<file path="src/rtl/clint_pkg.sv">
// Shared constants and types for the core-local interrupt controller.
// Holds instruction encodings, cause values, CSR addresses and state encodings.
// Also provides the mstatus bit-edit helpers used on trap entry and return.
package clint_pkg;

    localparam int          INT_BUS_W    = 8;

    localparam logic        RST_ENABLE   = 1'b0;
    localparam logic        WRITE_ENABLE = 1'b1;
    localparam logic [31:0] ZERO_WORD    = 32'h0000_0000;

    localparam logic [31:0] INST_ECALL   = 32'h0000_0073;
    localparam logic [31:0] INST_EBREAK  = 32'h0010_0073;
    localparam logic [31:0] INST_MRET    = 32'h3020_0073;

    localparam logic [31:0] CAUSE_ECALL  = 32'd11;
    localparam logic [31:0] CAUSE_EBREAK = 32'd3;
    localparam logic [31:0] INT_CAUSE    = 32'h8000_0004;

    localparam logic [11:0] CSR_MSTATUS  = 12'h300;
    localparam logic [11:0] CSR_MEPC     = 12'h341;
    localparam logic [11:0] CSR_MCAUSE   = 12'h342;

    typedef enum logic [2:0] {
        S_IDLE,
        S_MEPC,
        S_MSTATUS,
        S_MCAUSE,
        S_MSTATUS_MRET
    } csr_state_t;

    // Trap entry: MPIE takes the old MIE, MIE is cleared.
    function automatic logic [31:0] trap_mstatus(input logic [31:0] m);
        return {m[31:8], m[3], m[6:4], 1'b0, m[2:0]};
    endfunction

    // Return: MIE takes MPIE, MPIE is set.
    function automatic logic [31:0] mret_mstatus(input logic [31:0] m);
        return {m[31:8], 1'b1, m[6:4], m[7], m[2:0]};
    endfunction

endpackage

</file>
<file path="src/rtl/clint_if.sv">
// Second CSR port between the interrupt controller and the CSR file.
// Carries the write bus out and the live mtvec/mepc/mstatus/MIE values back.
// The master drives writes; the slave (CSR file) drives the live values.
interface clint_csr_if;
    logic        we;
    logic [31:0] waddr;
    logic [31:0] raddr;
    logic [31:0] data;
    logic [31:0] mtvec;
    logic [31:0] mepc;
    logic [31:0] mstatus;
    logic        global_int_en;

    modport master (
        output we, waddr, raddr, data,
        input  mtvec, mepc, mstatus, global_int_en
    );

    modport slave (
        input  we, waddr, raddr, data,
        output mtvec, mepc, mstatus, global_int_en
    );
endinterface

</file>
<file path="src/rtl/clint.sv">
// Trap sequencer: detects MRET/ECALL/EBREAK/interrupts, writes mepc/mstatus/mcause.
// Latency: trap entry 4 cycles (redirect at T+3), return 2 cycles (redirect at T+1).
// Stalls the pipeline via hold_flag_o from the detect cycle until the redirect.
module clint
    import clint_pkg::*;
(
    input  logic                 clk,
    input  logic                 rst,
    input  logic [INT_BUS_W-1:0] int_flag_i,
    input  logic [31:0]          inst_i,
    input  logic [31:0]          inst_addr_i,
    input  logic                 jump_flag_i,
    input  logic [31:0]          jump_addr_i,
    input  logic                 div_started_i,
    clint_csr_if.master          csr_bus,
    output logic                 hold_flag_o,
    output logic                 int_assert_o,
    output logic [31:0]          int_addr_o
);

    csr_state_t  state_q, state_d;
    logic [31:0] cause_q, cause_d;
    logic [31:0] epc_q,   epc_d;

    logic        is_mret, is_ecall, is_ebreak, is_async;
    logic        we;
    logic [31:0] waddr, wdata;

    assign is_mret   = (inst_i == INST_MRET);
    assign is_ecall  = (inst_i == INST_ECALL);
    assign is_ebreak = (inst_i == INST_EBREAK);
    assign is_async  = (|int_flag_i) && csr_bus.global_int_en && !div_started_i;

    // Event detection in IDLE, next-state selection and output decode of the current state.
    always_comb begin
        state_d      = state_q;
        cause_d      = cause_q;
        epc_d        = epc_q;
        we           = 1'b0;
        waddr        = ZERO_WORD;
        wdata        = ZERO_WORD;
        hold_flag_o  = 1'b0;
        int_assert_o = 1'b0;
        int_addr_o   = ZERO_WORD;
        unique case (state_q)
            S_IDLE: begin
                if (is_mret) begin
                    hold_flag_o = 1'b1;
                    state_d     = S_MSTATUS_MRET;
                end else if (is_ecall || is_ebreak) begin
                    hold_flag_o = 1'b1;
                    state_d     = S_MEPC;
                    cause_d     = is_ecall ? CAUSE_ECALL : CAUSE_EBREAK;
                    epc_d       = inst_addr_i;
                end else if (is_async) begin
                    // A redirect in flight means the interrupted instruction is the jump target.
                    hold_flag_o = 1'b1;
                    state_d     = S_MEPC;
                    cause_d     = INT_CAUSE;
                    epc_d       = jump_flag_i ? jump_addr_i : inst_addr_i;
                end
            end
            S_MEPC: begin
                hold_flag_o = 1'b1;
                we          = WRITE_ENABLE;
                waddr       = {20'h0, CSR_MEPC};
                wdata       = epc_q;
                state_d     = S_MSTATUS;
            end
            S_MSTATUS: begin
                hold_flag_o = 1'b1;
                we          = WRITE_ENABLE;
                waddr       = {20'h0, CSR_MSTATUS};
                wdata       = trap_mstatus(csr_bus.mstatus);
                state_d     = S_MCAUSE;
            end
            S_MCAUSE: begin
                hold_flag_o  = 1'b1;
                we           = WRITE_ENABLE;
                waddr        = {20'h0, CSR_MCAUSE};
                wdata        = cause_q;
                int_assert_o = 1'b1;
                int_addr_o   = csr_bus.mtvec;
                state_d      = S_IDLE;
            end
            S_MSTATUS_MRET: begin
                hold_flag_o  = 1'b1;
                we           = WRITE_ENABLE;
                waddr        = {20'h0, CSR_MSTATUS};
                wdata        = mret_mstatus(csr_bus.mstatus);
                int_assert_o = 1'b1;
                int_addr_o   = csr_bus.mepc;
                state_d      = S_IDLE;
            end
            default: begin
                state_d = S_IDLE;
            end
        endcase
    end

    assign csr_bus.we    = we;
    assign csr_bus.waddr = waddr;
    assign csr_bus.data  = wdata;
    assign csr_bus.raddr = ZERO_WORD;

    // State, latched cause and return PC; synchronous reset back to IDLE.
    always_ff @(posedge clk) begin
        if (rst == RST_ENABLE) begin
            state_q <= S_IDLE;
            cause_q <= ZERO_WORD;
            epc_q   <= ZERO_WORD;
        end else begin
            state_q <= state_d;
            cause_q <= cause_d;
            epc_q   <= epc_d;
        end
    end

endmodule

</file>
<file path="src/flat_wrapper.sv">
// flat-port wrapper written by rule: the top's interface ports become plain ports
module clint_flat import clint_pkg::*;
  (clk, rst, int_flag_i, inst_i, inst_addr_i, jump_flag_i, jump_addr_i, div_started_i, hold_flag_o, int_assert_o, int_addr_o, csr_bus_we, csr_bus_waddr, csr_bus_raddr, csr_bus_data, csr_bus_mtvec, csr_bus_mepc, csr_bus_mstatus, csr_bus_global_int_en);
  clint_csr_if csr_bus_i ();
  input  logic clk;
  input  logic rst;
  input  logic [INT_BUS_W-1:0] int_flag_i;
  input  logic [31:0] inst_i;
  input  logic [31:0] inst_addr_i;
  input  logic jump_flag_i;
  input  logic [31:0] jump_addr_i;
  input  logic div_started_i;
  output logic hold_flag_o;
  output logic int_assert_o;
  output logic [31:0] int_addr_o;
  output wire logic [$bits(csr_bus_i.we)-1:0] csr_bus_we;
  output wire logic [$bits(csr_bus_i.waddr)-1:0] csr_bus_waddr;
  output wire logic [$bits(csr_bus_i.raddr)-1:0] csr_bus_raddr;
  output wire logic [$bits(csr_bus_i.data)-1:0] csr_bus_data;
  input wire logic [$bits(csr_bus_i.mtvec)-1:0] csr_bus_mtvec;
  input wire logic [$bits(csr_bus_i.mepc)-1:0] csr_bus_mepc;
  input wire logic [$bits(csr_bus_i.mstatus)-1:0] csr_bus_mstatus;
  input wire logic [$bits(csr_bus_i.global_int_en)-1:0] csr_bus_global_int_en;
  assign csr_bus_we = csr_bus_i.we;
  assign csr_bus_waddr = csr_bus_i.waddr;
  assign csr_bus_raddr = csr_bus_i.raddr;
  assign csr_bus_data = csr_bus_i.data;
  assign csr_bus_i.mtvec = csr_bus_mtvec;
  assign csr_bus_i.mepc = csr_bus_mepc;
  assign csr_bus_i.mstatus = csr_bus_mstatus;
  assign csr_bus_i.global_int_en = csr_bus_global_int_en;
  clint u_core (.clk(clk), .rst(rst), .int_flag_i(int_flag_i), .inst_i(inst_i), .inst_addr_i(inst_addr_i), .jump_flag_i(jump_flag_i), .jump_addr_i(jump_addr_i), .div_started_i(div_started_i), .csr_bus(csr_bus_i), .hold_flag_o(hold_flag_o), .int_assert_o(int_assert_o), .int_addr_o(int_addr_o));
endmodule
</file>
<file path="config.mk">
export PLATFORM = sky130hd
export DESIGN_NAME = clint_flat
export DESIGN_NICKNAME = d
export VERILOG_FILES = /design/src/rtl/clint_pkg.sv /design/src/rtl/clint_if.sv /design/src/rtl/clint.sv /design/src/flat_wrapper.sv
export SDC_FILE = /design/constraint.sdc
export NUM_CORES = 1
export LEC_CHECK = 0
export BUFFER_PORTS_ARGS = -buffer_cell sky130_fd_sc_hd__buf_2
export CORE_AREA = 4 4 128 130
export DETAILED_ROUTE_END_ITERATION = 7
export DIE_AREA = 0 0 132 134
export SYNTH_ARGS = -nofsm -noshare
export SYNTH_HDL_FRONTEND = slang
export SYNTH_SLANG_ARGS = --single-unit
</file>
<file path="constraint.sdc">
create_clock -name clk -period 4.7 [get_ports clk]
set_input_delay 0.47 -clock clk [delete_from_list [all_inputs] [get_ports clk]]
set_output_delay 0.47 -clock clk [all_outputs]
set_load 0.02 [all_outputs]
</file>
Word level (Yosys, flattened, before mapping)
Index checks and enable logic that the tools add are counted.
W data, S select, Z words.
{ "word_totals": {"reg_bits": 67, "input_bits": 205, "out_inout_bits": 131, "word_cells": 42} }
{ "op_classes": {"eq_ne": 8, "mux": 19, "bitwise_logic": 1, "reduce_logical": 11} }
{ "ops": {"columns": ["op", "n"], "rows": [
  ["$mux W32", 5],
  ["$pmux W32 S4", 1],
  ["$pmux W32 S2", 1],
  ["$eq A32 B21 Y1 const B", 1],
  ["$eq A32 B30 Y1 const B", 1],
  ["$eq A32 B7 Y1 const B", 1],
  ["$pmux W10 S3", 1],
  ["$mux W3", 3],
  ["$pmux W3 S3", 1],
  ["$reduce_or A8 Y1", 1],
  ["$eq A3 B2 Y1 const B", 2],
  ["$mux W1", 5],
  ["$mux W4", 1],
  ["$ne A4 B1 Y1 const B", 1],
  ["$reduce_or A2 Y1", 2],
  ["$reduce_or A4 Y1", 1],
  ["$eq A3 B1 Y1 const B", 1],
  ["$eq A3 B3 Y1 const B", 1],
  ["$logic_not A3 Y1", 1],
  ["$reduce_and A3 Y1", 1],
  ["$logic_and A1 B1 Y1", 2],
  ["$pmux W1 S2", 1],
  ["$reduce_bool A2 Y1", 1],
  ["$logic_not A1 Y1", 1],
  ["other kinds (2)", 2]
]} }

Depth between registers and ports, before layout
Gate-level depths: netlist of run 1.
{ "depth": {"ltp_word": 7, "depth_mapped": 8} }

Least setup slack after synthesis of run 1
Ideal clock, no wire load.
{ "synth_timing": {"path_type": "register to output", "startpoint": "register u_core.state_q[2]", "endpoint": "output int_addr_o[21]", "arrival_ps": 1845, "setup_slack_ps": 2385, "path_stages_with_launch": 9, "cell_sequence": "dfxtp_1 buf_2 inv_1 nand2_1 inv_1 and2_1 clkbuf_1 clkbuf_1 a22o_1"} }
{ "synth_between": {"elab_chain_cells": 2, "elab_cells_between_ends": 3, "classes_between": "eq/ne (2); mux (1)"} }
{ "synth_lines": {"columns": ["item", "line_no", "rtl"], "rows": [
  ["start: declaration", "clint.sv:21", "csr_state_t state_q, state_d;"],
  ["start signal: assignment", "clint.sv:113", "state_q <= state_d;"],
  ["$eq A3 B3 Y1 or $eq A3 B2 Y1 (tied branches)", "clint.sv:45", "unique case (state_q)"],
  ["$pmux W32 S2 (*)", "clint.sv:45", null],
  ["end: declaration", "flat_wrapper.sv:15", "output logic [31:0] int_addr_o;"]
]} }
Mark *: on every way between the ends. The rest lies on a longest branch, timed or not.

Final worst setup path of run 1
{ "layout_timing": {"startpoint": "register u_core.state_q[0]", "endpoint": "output int_addr_o[19]"} }
Same word-level chain as after synthesis.

==> flow_summary_export.csv, run 1 <==
group,metric,value,unit
sta,clock_skew,0.00334,ns
setup_path,end_kind,"output pin",
clock_tree,cts_buffers,5,
synthesis,yosys.area.top_type,"dfxtp_1",
synthesis,synth_edf_count,0,
grt,track_usage,0.154,
grt,grt_pass1_vias,3827,
route,ant_nets,0,
synthesis,netlist_top_cells_area,"dfxtp_1, a22o_1, buf_4, o211a_1, a221o_1",
sta,period_share,0.681,
clock_tree,post_cts_resize_count,0,
floorplan,start_util,0.221,
setup_path,path_class,"reg -> out",
clock_tree,cts.sink_count,38,
sta,fin_tns_setup,0,ns
synthesis,synth_cell_type_count,42,
floorplan,die_h,134,um
route,drt-pass1-iter-count,4,
clock_tree,hold_buffers,0,
synthesis,syn_avg_cell_area,8.22,sq um
clock_tree,htree_levels,2,
cells_and_area,antenna_cells,0,
placed_design,place.gp.congestion,0.825,
clock_tree,post_cts_buffers,0,
power_and_ir_drop,p_clk_frac,0.324,
clock_tree,clockBufferDepth,2,
sta,worst_slew_pin_slew,1.25,ns
power_and_ir_drop,p_int,0.699,mW
route,routed_via_density,4.67,
setup_path,path_max_fanout,34,
route,initialDrtViolationCount,125,
power_and_ir_drop,switching_share,0.340,
route,wl_per_cell,17.4,um
floorplan,die_x,132,um
synthesis,synth_area,3350,sq um
floorplan,die_area,17700,sq um
clock_tree,clkTransAtPathRegs,0.06,ns
cells_and_area,stdcell_count,843,
sta,hold_violations,0,
flow_run,cap_viol_max_count,0,
setup_path,required,4.23,ns
worst_hold_path,hold_class,"reg -> reg",
power_and_ir_drop,vdd_drop_max,0.000117,V
power_and_ir_drop,power_density,223,nW/um^2
synthesis,syn_inst,407,
floorplan,io-pin-count,336,
clock_tree,clk_latency,0.28,ns
synthesis,async_reset_ff_frac,0,
route,num_vias,3940,
sta,layout_setup_ws,1.50,ns
power_and_ir_drop,p_leak,2.80,nW
power_and_ir_drop,pwr-share-comb,0.328,
placed_design,pre_cts_ws,1.73,ns
sta,min_period,3.20,ns
synthesis,ys_ff_latch,38,
placed_design,hpwl,11.8,mm
grt,antenna_found_initial,0,
floorplan,rows,45,
synthesis,synth_warnings,0,
sta,relSlewSlack,0.168,
synthesis,synth_seq_area_share,0.227,
synthesis,synth_top_flop_cell,"dfxtp_1",
sta,slew_violations,0,
status,outcome,"finished, final reports clean",
floorplan,coreArea,15100,sq um
cells_and_area,fin_nets,859,
power_and_ir_drop,switching_power,0.360,mW
grt,overflow,0,
clock_tree,root_buffer,"clkbuf_16",
placed_design,dp_cells,835,
cells_and_area,area_delta_synth_final,42.0,%
sta,fmax,312,MHz
setup_path,worstSetupStartpointType,"register",
synthesis,synthDominantCellAreaShare,0.227,
route,drc,0,
sta,rsz0062_at_grt,"false",
power_and_ir_drop,seqPwrFrac,0.348,
setup_path,regToRegSetupSlack,2.11,ns
setup_path,cp.arrival,2.73,ns
grt,grt_pass1_wl,22.0,mm
cells_and_area,layout-drive-gt1-share,0.466,
cells_and_area,fin_util,0.314,
clock_tree,cts_tree,"yes",
placed_design,port_buffers,276,
grt,grt_max_degree,40,
route,routed_wl,14.7,mm
sta,finalSetupViolCount,0,
-- final timing paths --
| check | from | depth (start not counted) | to |
|---|---|---|---|
| min | u_core.epc_q[1]$_SDFFE_PN0P_ | 1 | u_core.epc_q[1]$_SDFFE_PN0P_ |
| max | u_core.state_q[0]$_SDFFE_PN0P_ | 5 | int_addr_o[19] |
| min reg2reg | u_core.epc_q[1]$_SDFFE_PN0P_ | 1 | u_core.epc_q[1]$_SDFFE_PN0P_ |
| max reg2reg | u_core.state_q[0]$_SDFFE_PN0P_ | 5 | u_core.cause_q[2]$_SDFFE_PN0P_ |
-- layout make-up --
type                       instances  area, sq um
tap                              188          235
multi-input combinational        319         2140
fill                            1672        10400
clock buffer                       6          139
inverter                           7         26.3
timing repair buffer             283         1430
clock inverter                     2         12.5
sequential                        38          761
-- metrics by stage --
stage / power [mW] / area [sq um] / hold WS (ns)
global placement: 0.723 / 4600 / 0.481
CTS: 1.07 / 4750 / 0.506
detailed placement: 0.724 / 4600 / 0.491
global route: 1.12 / 4750 / 0.529
finish: 1.06 / 4750 / 0.500
floorplan: 0.612 / 3560 / 0.471
-- Yosys cell counts (2+ instances only) --
master / n
nand2_1: 73
a21boi_0: 2
buf_6: 7
clkbuf_1: 26
inv_1: 7
nand2b_1: 2
o21ai_0: 11
nor4_1: 3
nor2_1: 4
nor3_1: 4
buf_4: 60
buf_2: 8
o211a_1: 33
and2_1: 2
a22o_1: 58
nor4_2: 3
nor2b_1: 2
dfxtp_1: 38
o21bai_1: 3
o21a_1: 3
a221o_1: 32
a22oi_1: 5
a21oi_1: 2
-- critical path: stages (launching register included) --
cell and delay (ns):
dfxtp_1 0.61, nand2_1 0.24, inv_1 0.10, and2_1 0.94, a22o_1 0.34, buf_2 0.20
-- state kept, by name, indices dropped and copies added (netlist names) --
signal,count
u_core.cause_q,3
u_core.epc_q,32
u_core.state_q,3
-- cell usage in the layout (no fill, tap or decap), types with 2 or more instances in the layout --
master     Yosys  layout
buf_2          8     276
nand2_1       73      73
conb_1         1      59
a22o_1        58      58
dfxtp_1       38      38
o211a_1       33      33
a221o_1       32      32
o21ai_0       11      11
inv_1          7       7
buf_4         60       7
a22oi_1        5       5
clkbuf_16      0       5
o21bai_1       3       3
nor3_1         4       3
nor4_2         3       3
nor4_1         3       3
o21a_1         3       3
and2_1         2       2
nor2_2         0       2
nor2b_1        2       2
nor2_1         4       2
nand2b_1       2       2
a21boi_0       2       2
-- layer usage --
layer  track usage  vias up  routed length, um
li1              -     1910                  -
met1         0.194     1820               5980
met5             0        -                  0
met4        0.0233        0                 44
met3        0.0428        4               1450
met2         0.267      206               7230
-- power by group through the flow --
stage | logic (mW) | clock network, mW | registers, mW
floorplan | 0.249 | 0 | 0.363
detailed placement | 0.349 | 0 | 0.375
global route | 0.381 | 0.369 | 0.372
finish | 0.347 | 0.343 | 0.369
global placement | 0.348 | 0 | 0.375
CTS | 0.351 | 0.354 | 0.368
-- kinds of logic (layout without fill, tap and decap cells) --
family | count (synthesis) | in the layout | synth area share
AO/OA/AOI/OAI | 153 | 153 | 0.406
XOR/XNOR | 1 | 1 | 0.00262
buffers and inverters | 108 | 298 | 0.207
flip-flops | 38 | 38 | 0.227
multiplexers | 1 | 1 | 0.00299
other | 1 | 59 | 0.00112
AND/OR/NAND/NOR | 105 | 105 | 0.153
(Power assumes the default switching activity.)
==> run 2: changes to the inputs <==
Settings changed: CORE_AREA 4 4 128 130 to 4 4 130 132, DIE_AREA 0 0 132 134 to 0 0 134 136.
Clock period 4.7 ns to 3 ns, I/O delays scaled along.
==> run 2 against run 1 <==
Net effect: critical endpoint is now int_addr_o[0]; die area is 3.0% higher; hold slack worse by 0.13 ns; highest routed layer unchanged; combinational power is 59% higher; largest cell class unchanged; total power is 56% higher; global-route usage is 0.15 points lower; first-iteration DRC count is 18% lower; via count is 0.23% lower; sequential power is 56% higher; critical path type unchanged; sequential share of layout area is 0.19 points lower; worst setup slack worse by 0.94 ns; clock power is 52% higher.
==> flow_summary_export.csv, run 2 (synthesis results as in run 1) <==
group,metric,value,unit
status,outcome,"finished, final reports clean",
placed_design,hpwl,11.8,mm
cells_and_area,layout-drive-gt1-share,0.467,
route,initialDrtViolationCount,103,
grt,overflow,0,
sta,hold_violations,0,
cells_and_area,regArea,761,sq um
clock_tree,cts.sink_count,38,
setup_path,worstSetupStartpointType,"register",
setup_path,r2r_cells,6,
worst_hold_path,hold_class,"in -> reg",
grt,antenna_found_initial,0,
cells_and_area,antenna_cells,0,
clock_tree,post_cts_buffers,0,
setup_path,path_max_fanout,34,
setup_path,regToRegSetupSlack,0.78,ns
clock_tree,post_cts_resize_count,0,
setup_path,crit_path_start,"u_core.state_q[0]$_SDFFE_PN0P_",
grt,grt_max_degree,40,
sta,clock_skew,0.00702,ns
clock_tree,cts_buffers,5,
route,routed_wl,14.8,mm
setup_path,r2r-start,"u_core.state_q[0]$_SDFFE_PN0P_",
setup_path,path_class,"reg -> out",
sta,fmax,409,MHz
route,drt-pass1-iter-count,6,
clock_tree,clockBufferDepth,2,
placed_design,place.gp.congestion,0.806,
clock_tree,clkTransAtPathRegs,0.06,ns
clock_tree,cts_tree,"yes",
cells_and_area,area_delta_synth_final,43.7,%
grt,gr-usage-met1,0.180,
sta,fin_tns_setup,0,ns
floorplan,start_util,0.213,
cells_and_area,fillCellCount,1751,
placed_design,placed_area,4670,sq um
sta,period_share,0.814,
cells_and_area,fin_nets,863,
sta,slew_violations,0,
floorplan,io-pin-count,336,
cells_and_area,largest_reg_flops,32,
sta,min_period,2.44,ns
sta,worst_slew_pin_slew,0.759,ns
cells_and_area,layout_commonest_cell,"buf_2",
cells_and_area,final_area,4810,sq um
flow_run,cap_viol_max_count,0,
power_and_ir_drop,vdd_drop_max,0.000178,V
placed_design,port_buffers,276,
sta,relSlewSlack,0.494,
setup_path,required,2.70,ns
grt,grt_pass1_vias,3806,
sta,finalSetupViolCount,0,
clock_tree,htree_levels,2,
cells_and_area,multi_input_area,2140,sq um
placed_design,pre_cts_ws,0.417,ns
floorplan,coreArea,15700,sq um
route,routed_via_density,4.49,
floorplan,die_h,136,um
route,wl_per_cell,16.9,um
grt,track_usage,0.152,
setup_path,end_kind,"output pin",
cells_and_area,largest_register,"u_core.epc_q",
sta,layout_setup_ws,0.557,ns
clock_tree,root_buffer,"clkbuf_16",
grt,grtUsageMet2,0.280,
clock_tree,hold_buffers,0,
grt,gr-max-usage-layer,"met2",
setup_path,cp.arrival,2.14,ns
floorplan,die_x,134,um
cells_and_area,top_regs,"u_core.epc_q: 32 flops, u_core.cause_q: 3 flops, u_core.state_q: 3 flops",
power_and_ir_drop,p_leak,2.82,nW
power_and_ir_drop,p_total,1.65,mW
route,num_vias,3931,
clock_tree,clk_latency,0.28,ns
worst_hold_path,holdPathStages,3,
route,ant_nets,0,
worst_hold_path,hp-start,"inst_i[20]",
route,drc,0,
setup_path,r2r_end,"u_core.epc_q[31]$_SDFFE_PN0P_",
floorplan,rows,46,
sta,rsz0062_at_grt,"false",
grt,grt_pass1_wl,21.8,mm
cells_and_area,fin_util,0.306,
power_and_ir_drop,power_density,343,nW/um^2
cells_and_area,layout_common_cells,"buf_2, nand2_1, conb_1, a22o_1, dfxtp_1",
worst_hold_path,min_to,"u_core.cause_q[3]$_SDFFE_PN0P_",
grt,use_met3,0.0385,
floorplan,die_area,18200,sq um
run 2: layer usage:
metal	wire length (um)	vias to the layer above	part of all wire
li1	-	1915	-
met1	5730	1804	0.39
met2	7540	208	0.51
met3	1420	4	0.096
met4	75	0	0.0051
met5	0	-	0
run 2: critical path: stages, from the launching register on:
cell     delay (ns)
dfxtp_1        0.62
nand2_1        0.24
inv_1          0.12
and2_1         0.12
buf_4          0.31
a22o_1         0.24
buf_2          0.19
run 2: where the power goes:
part	switching (mW)	total [mW]	internal [mW]
Sequential	0.0300	0.574	0.544
Clock	0.212	0.520	0.308
Combinational	0.326	0.553	0.226
run 2: layout make-up:
cell class              instances  share of cell area
clock buffers                   6              0.0268
clock inverters                 2             0.00286
inverters                       7             0.00546
multi-input cells             319               0.446
flip-flops and latches         38               0.158
well taps                     216              0.0562
repair buffers                287               0.304
run 2: through the flow:
step	instances	hold slack, ns
floorplan	465	0.471
global placement	867	0.481
global route	875	0.370
CTS	875	0.355
finish	875	0.366
detailed placement	867	0.487
run 2: worst max-delay path by stage:
| stage | slack, ns | cells past startpoint | endpoint |
|---|---|---|---|
| floorplan | 0.86 | 8 | int_addr_o[21] |
| global placement | 0.49 | 7 | u_core.epc_q[11]$_SDFFE_PN0P_ |
| detailed placement | 0.42 | 7 | u_core.epc_q[19]$_SDFFE_PN0P_ |
| CTS | 0.49 | 6 | int_addr_o[0] |
| global route | 0.34 | 6 | int_addr_o[27] |
| finish | 0.56 | 6 | int_addr_o[0] |
==> run 3: changes to the inputs <==
Clock period 3 ns to 2.5 ns, I/O delays scaled along.
==> run 3 against run 2 <==
Net effect: non-clock buffer count unchanged; register-to-register slack got worse by 0.03 ns; clock skew up 0.0014 ns; first-iteration DRC count is 6.8% higher; largest cell class unchanged; cell count down 0.11%.
==> flow_summary_export.csv, run 3 (synthesis results as in run 1) <==
group,metric,value,unit
clock_tree,hold_buffers,0,
cells_and_area,fillCellCount,1775,
cells_and_area,antenna_cells,0,
clock_tree,htree_levels,2,
cells_and_area,layout_commonest_cell,"buf_2",
route,drt-pass1-iter-count,4,
floorplan,die_area,18200,sq um
setup_path,path_max_fanout,34,
power_and_ir_drop,vdd_drop_max,0.000278,V
route,routed_wl,15.1,mm
clock_tree,cts_buffers,5,
route,ant_nets,0,
sta,min_period,2.30,ns
power_and_ir_drop,power_density,413,nW/um^2
cells_and_area,layout-drive-gt1-share,0.467,
grt,track_usage,0.148,
route,num_vias,3979,
cells_and_area,largest_reg_flops,32,
placed_design,port_buffers,276,
cells_and_area,top_regs,"u_core.epc_q: 32 flops, u_core.cause_q: 3 flops, u_core.state_q: 3 flops",
cells_and_area,final_area,4830,sq um
power_and_ir_drop,switching_share,0.348,
sta,hold_slack,0.319,ns
worst_hold_path,hold_class,"in -> reg",
clock_tree,cts.sink_count,38,
sta,slew_violations,0,
sta,finalSetupViolCount,0,
cells_and_area,largest_register,"u_core.epc_q",
setup_path,cp.arrival,2.05,ns
route,routed_via_density,4.55,
placed_design,hpwl,11.7,mm
clock_tree,post_cts_resize_count,0,
worst_hold_path,hp-start,"inst_i[20]",
cells_and_area,layout_common_cells,"buf_2, nand2_1, conb_1, a22o_1, dfxtp_1",
grt,grt_max_degree,40,
cells_and_area,multi_input_area,2140,sq um
cells_and_area,area_delta_synth_final,44.2,%
floorplan,die_x,134,um
clock_tree,post_cts_buffers,0,
placed_design,placed_area,4690,sq um
setup_path,required,2.25,ns
sta,period_share,0.920,
sta,fin_tns_setup,0,ns
power_and_ir_drop,seqPwrFrac,0.346,
sta,hold_violations,0,
placed_design,place.gp.congestion,0.793,
clock_tree,clk_latency,0.28,ns
flow_run,cap_viol_max_count,0,
power_and_ir_drop,p_leak,2.82,nW
sta,worst_slew_pin_slew,0.750,ns
setup_path,worstSetupStartpointType,"register",
grt,grt_pass1_wl,21.4,mm
cells_and_area,fin_util,0.307,
clock_tree,cts_tree,"yes",
power_and_ir_drop,pwr-share-comb,0.340,
cells_and_area,fin_nets,863,
clock_tree,root_buffer,"clkbuf_16",
floorplan,io-pin-count,336,
clock_tree,clkTransAtPathRegs,0.06,ns
clock_tree,clockBufferDepth,2,
route,drc,0,
grt,overflow,0,
sta,fmax,435,MHz
status,outcome,"finished, final reports clean",
sta,relSlewSlack,0.500,
setup_path,crit_path_start,"u_core.state_q[2]$_SDFFE_PN0P_",
floorplan,rows,46,
grt,antenna_found_initial,0,
setup_path,end_kind,"output pin",
floorplan,die_h,136,um
power_and_ir_drop,p_int,1.30,mW
sta,clock_skew,0.00837,ns
floorplan,coreArea,15700,sq um
grt,grt_pass1_vias,3798,
sta,rsz0062_at_grt,"false",
route,initialDrtViolationCount,110,
power_and_ir_drop,p_clk_frac,0.314,
setup_path,path_class,"reg -> out",
route,wl_per_cell,17.2,um
setup_path,r2r-start,"u_core.state_q[1]$_SDFFE_PN0P_",
cells_and_area,regArea,761,sq um
power_and_ir_drop,switching_power,0.693,mW
floorplan,start_util,0.213,
run 3: cell types whose count changed in the layout (fill, tap and decap cells not counted), sizes merged:
| cell | previous run | this run |
|---|---|---|
| clkinv | 2 | 0 |
| clkinvlp | 0 | 1 |
run 3: stage by stage:
stage	power, mW	setup WS (ns)	cells
after detailed placement	1.38	0.356	867
final	1.99	0.199	874
after floorplan	1.15	0.405	465
after global routing	2.10	0.0326	874
after global placement	1.38	0.404	867
after CTS	2.01	0.181	874
run 3: worst paths after layout:
check,endpoint,slack [ns],depth (start not counted)
min reg2reg,u_core.epc_q[1]$_SDFFE_PN0P_,0.50,1
max,int_assert_o,0.20,7
max reg2reg,u_core.cause_q[2]$_SDFFE_PN0P_,0.75,6
min,u_core.cause_q[3]$_SDFFE_PN0P_,0.32,3
run 3: critical path: stages, from the launching register on:
cell	delay, ns
dfxtp_1	0.51
inv_1	0.14
nand2_1	0.18
inv_1	0.07
and2_1	0.15
buf_4	0.24
or2_2	0.32
buf_2	0.16
run 3: area by class of cell:
cell class | count | share of cell area
clock inverters | 1 | 0.00156
multi-input cells | 319 | 0.444
inverters | 7 | 0.00544
flip-flops and latches | 38 | 0.158
repair buffers | 287 | 0.308
well taps | 216 | 0.0560
clock buffers | 6 | 0.0267
run 3: per-layer routing:
| metal | track usage | vias up | routed length, um |
|---|---|---|---|
| met2 | 0.277 | 209 | 7560 |
| met5 | 0 | - | 0 |
| li1 | - | 1911 | - |
| met1 | 0.175 | 1852 | 6020 |
| met4 | 0.0291 | 0 | 178 |
| met3 | 0.0333 | 7 | 1300 |
run 3: power groups by stage:
stage | Clock, mW | Sequential [mW] | Combinational [mW]
3_5_place_dp | 0 | 0.702 | 0.681
2_1_floorplan | 0 | 0.683 | 0.467
5_1_grt | 0.665 | 0.694 | 0.738
4_1_cts | 0.643 | 0.689 | 0.682
6_report | 0.625 | 0.689 | 0.677
3_3_place_gp | 0 | 0.703 | 0.675
